==> config.mk <==
export PLATFORM = sky130hd
export DESIGN_NAME = sync_fifo_param
export DESIGN_NICKNAME = d
export VERILOG_FILES = /design/src/rtl/sync_fifo_param.sv
export SDC_FILE = /design/constraint.sdc
export NUM_CORES = 1
export LEC_CHECK = 0
export ABC_AREA = 1
export BUFFER_PORTS_ARGS = -buffer_cell sky130_fd_sc_hd__buf_4
export CELL_PAD_IN_SITES_DETAIL_PLACEMENT = 1
export CELL_PAD_IN_SITES_GLOBAL_PLACEMENT = 1
export CORE_ASPECT_RATIO = 0.7
export CORE_UTILIZATION = 40
export DETAILED_ROUTE_END_ITERATION = 10
export PLACE_DENSITY = 0.74
export RECOVER_POWER = 100
export SYNTH_ARGS = -nofsm -noshare
export SYNTH_HDL_FRONTEND = slang
export SYNTH_SLANG_ARGS = --single-unit
==> constraint.sdc <==
create_clock -name clk -period 5.9 [get_ports clk]
set_input_delay 0.295 -clock clk [delete_from_list [all_inputs] [get_ports clk]]
set_output_delay 0.295 -clock clk [all_outputs]
set_load 0.05 [all_outputs]
==> src/rtl/sync_fifo_param.sv <==
// -----------------------------------------------------------------------------
// sync_fifo_param
//
// Parametrised single-clock FIFO with occupancy count, almost-full/almost-empty
// thresholds, synchronous flush and one-cycle overflow/underflow pulses.
//
// Optional build macro: SYNC_FIFO_FWFT_EN
//   undefined : registered-read mode. A read accepted on an edge loads the head
//               entry into data_out on that edge (1-cycle latency).
//   defined   : first-word fall-through. data_out shows the head entry whenever
//               the FIFO is non-empty. r_en pops the head.
//
// Handshake: a write is accepted on a rising edge when w_en=1 and full=0. A read
// is accepted when r_en=1 and empty=0. Both flags are the registered values from
// before the edge. flush overrides both requests.
//
// Ports:
//   clk          in   rising-edge clock
//   rst_n        in   asynchronous active-low reset
//   w_en         in   write request
//   r_en         in   read request / pop (FWFT)
//   flush        in   synchronous clear of contents
//   data_in      in   [DATA_WIDTH-1:0] write data
//   data_out     out  [DATA_WIDTH-1:0] read data
//   full         out  count == DEPTH
//   empty        out  count == 0
//   almost_full  out  count >= AF_THRESH
//   almost_empty out  count <= AE_THRESH
//   count        out  [$clog2(DEPTH):0] occupancy, 0..DEPTH
//   overflow     out  pulse: write rejected because full
//   underflow    out  pulse: read rejected because empty
// -----------------------------------------------------------------------------
module sync_fifo_param #(
    parameter int DATA_WIDTH = 8,
    parameter int DEPTH      = 16,
    parameter int AF_THRESH  = DEPTH - 2,
    parameter int AE_THRESH  = 2
) (
    input  logic                     clk,
    input  logic                     rst_n,
    input  logic                     w_en,
    input  logic                     r_en,
    input  logic                     flush,
    input  logic [DATA_WIDTH-1:0]    data_in,
    output logic [DATA_WIDTH-1:0]    data_out,
    output logic                     full,
    output logic                     empty,
    output logic                     almost_full,
    output logic                     almost_empty,
    output logic [$clog2(DEPTH):0]   count,
    output logic                     overflow,
    output logic                     underflow
);

    localparam int AW = $clog2(DEPTH);
    localparam int CW = AW + 1;
    localparam logic [CW-1:0] DEPTH_C = CW'(DEPTH);
    localparam logic [CW-1:0] AF_C    = CW'(AF_THRESH);
    localparam logic [CW-1:0] AE_C    = CW'(AE_THRESH);

    // Storage is deliberately not reset.
    logic [DATA_WIDTH-1:0] mem_q [DEPTH];

    logic [AW-1:0] wr_ptr_q, wr_ptr_d;
    logic [AW-1:0] rd_ptr_q, rd_ptr_d;
    logic [CW-1:0] count_q, count_d;
    logic          full_q, full_d;
    logic          empty_q, empty_d;
    logic          af_q, af_d;
    logic          ae_q, ae_d;
    logic          ovf_q, ovf_d;
    logic          unf_q, unf_d;

    logic wr_acc;
    logic rd_acc;

    // Acceptance uses the registered flags, so a simultaneous read cannot
    // make room for a write in the same edge (and vice versa).
    assign wr_acc = w_en & ~full_q  & ~flush;
    assign rd_acc = r_en & ~empty_q & ~flush;

    always_comb begin
        wr_ptr_d = wr_ptr_q;
        rd_ptr_d = rd_ptr_q;
        count_d  = count_q;
        if (flush) begin
            wr_ptr_d = '0;
            rd_ptr_d = '0;
            count_d  = '0;
        end else begin
            if (wr_acc) wr_ptr_d = wr_ptr_q + 1'b1;
            if (rd_acc) rd_ptr_d = rd_ptr_q + 1'b1;
            case ({wr_acc, rd_acc})
                2'b10:   count_d = count_q + 1'b1;
                2'b01:   count_d = count_q - 1'b1;
                default: count_d = count_q;
            endcase
        end
    end

    // Flags come from the next-state count so they line up with count.
    always_comb begin
        full_d  = (count_d == DEPTH_C);
        empty_d = (count_d == '0);
        af_d    = (count_d >= AF_C);
        ae_d    = (count_d <= AE_C);
        ovf_d   = w_en & full_q  & ~flush;
        unf_d   = r_en & empty_q & ~flush;
    end

    always_ff @(posedge clk or negedge rst_n) begin
        if (!rst_n) begin
            wr_ptr_q <= '0;
            rd_ptr_q <= '0;
            count_q  <= '0;
            full_q   <= 1'b0;
            empty_q  <= 1'b1;
            af_q     <= 1'b0;
            ae_q     <= 1'b1;
            ovf_q    <= 1'b0;
            unf_q    <= 1'b0;
        end else begin
            wr_ptr_q <= wr_ptr_d;
            rd_ptr_q <= rd_ptr_d;
            count_q  <= count_d;
            full_q   <= full_d;
            empty_q  <= empty_d;
            af_q     <= af_d;
            ae_q     <= ae_d;
            ovf_q    <= ovf_d;
            unf_q    <= unf_d;
        end
    end

    always_ff @(posedge clk) begin
        if (wr_acc) mem_q[wr_ptr_q] <= data_in;
    end

`ifdef SYNC_FIFO_FWFT_EN
    // hold_q tracks whatever is on display while non-empty, so data_out keeps
    // its last value after the final pop or after a flush.
    logic [DATA_WIDTH-1:0] hold_q;

    always_ff @(posedge clk or negedge rst_n) begin
        if (!rst_n) begin
            hold_q <= '0;
        end else if (!empty_q) begin
            hold_q <= mem_q[rd_ptr_q];
        end
    end

    assign data_out = empty_q ? hold_q : mem_q[rd_ptr_q];
`else
    logic [DATA_WIDTH-1:0] dout_q;

    always_ff @(posedge clk or negedge rst_n) begin
        if (!rst_n) begin
            dout_q <= '0;
        end else if (rd_acc) begin
            dout_q <= mem_q[rd_ptr_q];
        end
    end

    assign data_out = dout_q;
`endif

    assign full         = full_q;
    assign empty        = empty_q;
    assign almost_full  = af_q;
    assign almost_empty = ae_q;
    assign count        = count_q;
    assign overflow     = ovf_q;
    assign underflow    = unf_q;

endmodule

==> impl_metrics.toml, run 1 <==
[run_status]
outcome = "finished with violations"
failed_checks = "max-capacitance violations, max-slew violations"

[global_route]
antenna_found_initial = 0
grt_pass1_wl_um = 26610
track_usage = 0.2206
grt_pass1_vias = 4433
grt_start_max_net_pins = 69
gr-total-overflow = 0

[logic_synthesis]
netlist_area_um2 = 6470
yosysUniqueCellTypes = 33
ys_warn_count = 0
yosysSeqAreaShare = 0.6989
yosysTopAreaCell = "edfxtp_1"
avgSynthCellArea_um2 = 12.03
synth_area_leaders = "edfxtp_1, dfrtp_1, nand2_1, o21ai_0, nor2_1"
synth_top_area_share = 0.5941
synthCells = 538
ys_ff_latch = 155
syn_nets = 558

[drt]
drtAntennaViolNets = 0
drt-total-wl_um = 17410
dr.first_iter.drc_count = 380
drcViolationCount = 0
firstDrtPassIters = 4
vias_per_cell = 5.493
avgRoutedWirePerCell_um = 22.12
vias = 4323

[clock_network]
ctsResizeCount = 0
clk_latency_ps = 420
cts_buffers = 17
cts_root_buf = "clkbuf_16"
htreeDepth = 4
path_clk_slew_ps = 60
cts_sinks = 155
tritoncts = "built"
cts_buffer_depth = 2

[timing]
min_period_ps = 3214
fmax_ghz = 0.3111
fin_tns_setup_ps = 0
skew_ps = 7.404
finalSetupViolations = 0
relSlewSlack = -0.1188
tightest_slew_ps = 1665
hold_viol = 0
rsz0062_at_grt = "no"
min_period_over_period = 0.5448
maxSlewViolCount = 97

[final_layout]
nets = 594
drive_above_1_share = 0.08688
syn_to_final_growth_pct = 12.96
antenna_cells = 0
final_common_cell = "edfxtp_1"
layout_common_cells = "edfxtp_1, nand2_1, o21ai_0"
fin_cells = 787

[pwr]
finalPower_uw = 2976
cellPowerDensity_nw_per_um2 = 407.3
p_leak_uw = 0.002609
vdd_drop_max_mv = 0.1981

[critical_path]
endpoint = "data_out[6]"
criticalPathCategory = "reg2reg"
crit_family = "buffers and inverters"
arrival_ps = 3520
critical_path.max_stage_delay_ps = 930
cp.required_ps = 6200
r2r-end = "data_out[6]"
cp.buffers_inverters = 2
worstSetupStartpointType = "register"
path_depth = 6
worst_path_max_delay_cell = "inv_1"
reg2reg_slack_ps = 2690
crit_fanout = 68
reg2regPathDepth = 6
cp_common_cell = "o21ai_0"
reg2reg_from = "rd_ptr_q[0]"
path_cells = "buf_4, inv_1, o21ai_0, o22ai_1, a21oi_1, o21ai_0"
crit_path_start = "rd_ptr_q[0]"
crit_path_end_kind = "register"

[die]
start_util = 0.4136
core_area_um2 = 15640
io_pins = 32
die_w_um = 154.0
rows = 38
die_y_um = 108.4
die_area_um2 = 16700

[placement]
place_hpwl_um = 11350
dp_cells = 753
io_buffers = 31
globalplace.congestion = 0.7966

[job]
cap_viol_max_count = 4

[worst_hold_path]
hold_class = "in2reg"
holdPathStages = 3
## report_power, final
part / internal, uW / total, uW / leakage (uW) / switching (uW)
combinational: 143 / 616 / 0.000858 / 473
sequential: 1250 / 1320 / 0.00150 / 71.5
clock: 580 / 1040 / 0.000250 / 459
total: 1970 / 2980 / 0.00261 / 1000
## stage by stage
step	setup slack, ps	cell area (um2)	hold slack [ps]	utilization
5_1_grt	2443	7308	132.3	0.4672
4_1_cts	3184	7451	147.4	0.4763
2_1_floorplan	3606	6470	-0.5911	-
6_report	2686	7308	126.0	0.4672
3_5_place_dp	3272	6889	246.7	0.4404
3_3_place_gp	3272	6879	241.7	0.4398
## cells in the mapped netlist, drive strengths merged
library cell,number
mux2i,16
nor3,16
dfrtp,25
dfstp,2
a22o,1
nand2,105
xor2,1
buf,9
clkbuf,12
o211ai,8
clkinv,2
ha,7
a21oi,32
nor4,2
nand3,12
inv,30
nand4,2
o22ai,16
o21ai,56
edfxtp,128
nor2,56
## logic make-up after synthesis
logic type      Yosys count  synth area share
compound gates          113           0.09418
simple gates            193            0.1321
mux                      16           0.02475
flops                   155            0.6989
xor+xnor                  1          0.001354
buf+inv                  53           0.03520
fa+ha+maj                 7           0.01354
## layer usage
| metal | wire length, um | up-vias | GRT usage |
|---|---|---|---|
| met3 | 803 | 17 | 0.04770 |
| met1 | 8796 | 2225 | 0.3219 |
| met2 | 7634 | 104 | 0.3321 |
| li1 | - | 1977 | - |
| met4 | 172 | 0 | 0.06214 |
| met5 | 0 | - | 0 |
## worst min-delay path by stage
stage,from,to,slack (ps)
floorplan,rst_n,almost_full,-0.6
global placement,rst_n,underflow,240
detailed placement,rst_n,underflow,250
CTS,w_en,overflow,150
global route,w_en,overflow,130
finish,w_en,overflow,130
## repair_timing
item,in CTS,in global routing
setup buffers,0,0
endpoints found under the hold margin,25,0
hold buffers,1,0
## flip-flops by register name, indices dropped and copies added, names as in the netlist, 4 cells and up
| register | flops |
|---|---|
| count | 5 |
| rd_ptr_q | 4 |
| wr_ptr_q | 4 |
| mem_q | 128 |
| data_out | 8 |
## cell type report
type	instances	area (um2)
sequential	155	4523
fill	1674	8334
clock buffer	18	429.2
tap	200	250.2
inverter	32	122.6
multi-input combinational	330	1697
timing repair buffer	38	163.9
clock inverter	14	122.6
## tightest hold or removal path, stage by stage
cell and delay, ps:
buf_4 120, nand2_1 60, nor2_1 40
No activity file was read; power rests on OpenSTA's default activity.
==> inputs of run 2 (changes only) <==
ABC_AREA = 0   (was 1)
PLACE_DENSITY = 0.73   (was 0.74)
clock period = 2.64 ns   (was 5.9 ns; I/O delays follow)
==> run 2 against run 1 <==
Effect of this change:
- register-to-register slack lost 2500 ps
- clock skew grew 1.5 ps
- critical path depth grew 4
- clock-buffer cell count is the same
- the run ends with design-rule violations, max-capacitance violations, max-slew violations left
- power grew 91%
- synthesized cell count shrank 36%
- largest cell class unchanged
- sequential power grew 110%
- global-route usage shrank 3.6 points
- synthesized area shrank 2.3%
- worst setup slack lost 2500 ps
- sequential share of layout area grew 0.15 points
==> impl_metrics.toml, run 2 <==
[pwr]
p_leak_uw = 0.002418
cellPowerDensity_nw_per_um2 = 781.6
finalPower_uw = 5698
vdd_drop_max_mv = 0.5260

[global_route]
grt_start_max_net_pins = 36
grt_pass1_vias = 3461
antenna_found_initial = 0
track_usage = 0.1849
grt_pass1_wl_um = 21210
gr-total-overflow = 0

[logic_synthesis]
synth_top_family_by_area = "multiplexers"
ys_ff_latch = 155
avgSynthCellArea_um2 = 18.43
synthFlopType = "edfxtp_1"
yosysMostFrequentCell = "edfxtp_1"
yosys.area_share.adder = 0.01385
ys_warn_count = 0
synthCells = 343
async_reset_ff_frac = 0.1742
synth_area_leaders = "edfxtp_1, mux4_2, dfrtp_1, nand2_1, ha_1"
synth_edf_count = 128
yosysTopAreaCell = "edfxtp_1"
syn_nets = 363
yosys-top-cells-count = "edfxtp_1, mux4_2, nand2_1"
netlist_area_um2 = 6322
synthMuxAreaShare = 0.1457
synth_top_area_share = 0.6080
yosysUniqueCellTypes = 41
synth_compound_area_frac = 0.02177
synth-xor-area-share = 0.01108
yosysSeqAreaShare = 0.7152
synth_simple_gate_area_frac = 0.07124

[drt]
avgRoutedWirePerCell_um = 22.69
drtAntennaViolNets = 0
vias_per_cell = 5.346
firstDrtPassIters = 7
drcViolationCount = 1
dr.first_iter.drc_count = 255
vias = 3229
drt-total-wl_um = 13710

[timing]
min_period_ps = 2499
finalSetupViolations = 0
maxSlewViolCount = 28
tightest_slew_ps = 1560
whs_ps = 126.9
skew_ps = 8.912
relSlewSlack = -0.04029
fin_tns_setup_ps = 0
hold_viol = 0
rsz0062_at_grt = "no"
min_period_over_period = 0.9465
fmax_ghz = 0.4002

[critical_path]
crit_fanout = 4
reg2reg_slack_ps = 140
reg2regPathDepth = 10
crit_path_start = "empty"
worstSetupStartpointType = "register"
cp.required_ps = 2960
arrival_ps = 2820
r2r-end = "almost_full"
criticalPathCategory = "reg2reg"
reg2reg_from = "empty"
endpoint = "almost_full"
crit_path_end_kind = "register"

[die]
die_w_um = 152.3
start_util = 0.4091
die_y_um = 107.2
die_area_um2 = 16320
rows = 38
io_pins = 32
core_area_um2 = 15450

[placement]
place_hpwl_um = 9164
dp_cells = 569
place_area_um2 = 6815
globalplace.congestion = 0.8320
io_buffers = 31

[clock_network]
cts_root_buf = "clkbuf_16"
htreeDepth = 4
cts_buffers = 17
tritoncts = "built"
path_clk_slew_ps = 60
cts_buffer_depth = 2
cts_sinks = 155
clk_latency_ps = 420

[final_layout]
finalInstanceArea_um2 = 7291
final_common_cell = "edfxtp_1"
n_fill_cell = 1466
top_register = "mem_q"
syn_to_final_growth_pct = 15.32
drive_above_1_share = 0.2228
antenna_cells = 0
nets = 411
largest_reg_flops = 128
fin_cells = 604
layout_common_cells = "edfxtp_1, mux4_2, clkbuf_1"

[worst_hold_path]
worst_hold_startpoint = "flush"
hold_class = "in2reg"

[job]
cap_viol_max_count = 1

[run_status]
failed_checks = "design-rule violations, max-capacitance violations, max-slew violations"
outcome = "finished with violations"
-- run 2: changes by cell type in the layout (fill, tap and decap cells not counted), moves of 13 or more --
cell     previous run  this run
a21oi_1            32         5
nor2_1             53        19
o21ai_0            56         1
mux4_2              0        40
mux2i_1            16         2
o22ai_1            16         1
nor3_1             16         3
inv_1              26         8
nand2_1            98        30
-- run 2: what timing repair did --
item,in CTS,in global routing
resized for setup,0,1
setup endpoints to repair,0,1
setup buffers,0,0
hold buffers,3,0
endpoints found under the hold margin,29,0
-- run 2: metal layers --
layer / share of wire / up-vias / track usage / wire length, um
met5: 0 / - / 0 / 0
met4: 0.012 / 0 / 0.06122 / 167
met3: 0.062 / 15 / 0.05457 / 844
met2: 0.45 / 98 / 0.2676 / 6213
met1: 0.47 / 1679 / 0.2673 / 6480
li1: - / 1437 / - / -
-- run 2: layout make-up --
type	instances	area, um2	area share
Multi-Input combinational cell	163	1673	0.2294
Clock inverter	14	130.1	0.01785
Sequential cell	155	4523	0.6204
Inverter	9	35.03	0.004805
Clock buffer	18	429.2	0.05886
Tap cell	200	250.2	0.03432
Timing Repair Buffer	45	250.2	0.03432
-- run 2: kinds of logic (layout without fill, tap and decap cells) --
| logic type | count (synthesis) | after routing |
|---|---|---|
| flops | 155 | 155 |
| simple gates | 89 | 89 |
| mux | 42 | 42 |
| buf+inv | 25 | 86 |
| compound gates | 17 | 17 |
| xor+xnor | 8 | 8 |
| fa+ha+maj | 7 | 7 |
-- run 2: metrics by stage --
stage | setup WS [ps] | utilization
6_report | 141.2 | 0.4718
5_1_grt | 23.59 | 0.4718
3_5_place_dp | 181.3 | 0.4411
3_3_place_gp | 291.7 | 0.4411
2_1_floorplan | 46.65 | -
4_1_cts | 159.8 | 0.4792
-- run 2: worst min-delay path by stage --
stage | to | slack (ps) | cells past startpoint
6_report | rd_ptr_q[0] | 130 | 3
3_5_place_dp | data_out[7] | 70 | 1
5_1_grt | rd_ptr_q[0] | 140 | 3
4_1_cts | mem_q[8][4] | 5 | 1
2_1_floorplan | almost_full | -160 | 0
3_3_place_gp | data_out[7] | 60 | 1
-- run 2: power by group --
group          internal (uW)  switching (uW)  total, uW
registers               2730            44.6       2770
clock network           1370             942       2310
logic                    180             432        612
-- run 2: worst max-delay path, stage by stage (launching register included) --
cell and delay [ps]:
dfstp_2 380, or3b_4 380, clkinv_2 60, nand2_1 50, xnor2_1 130, ha_1 230, a21oi_1 230, a21boi_1 300
o31a_1 190, o21ai_0 130, o32ai_1 300
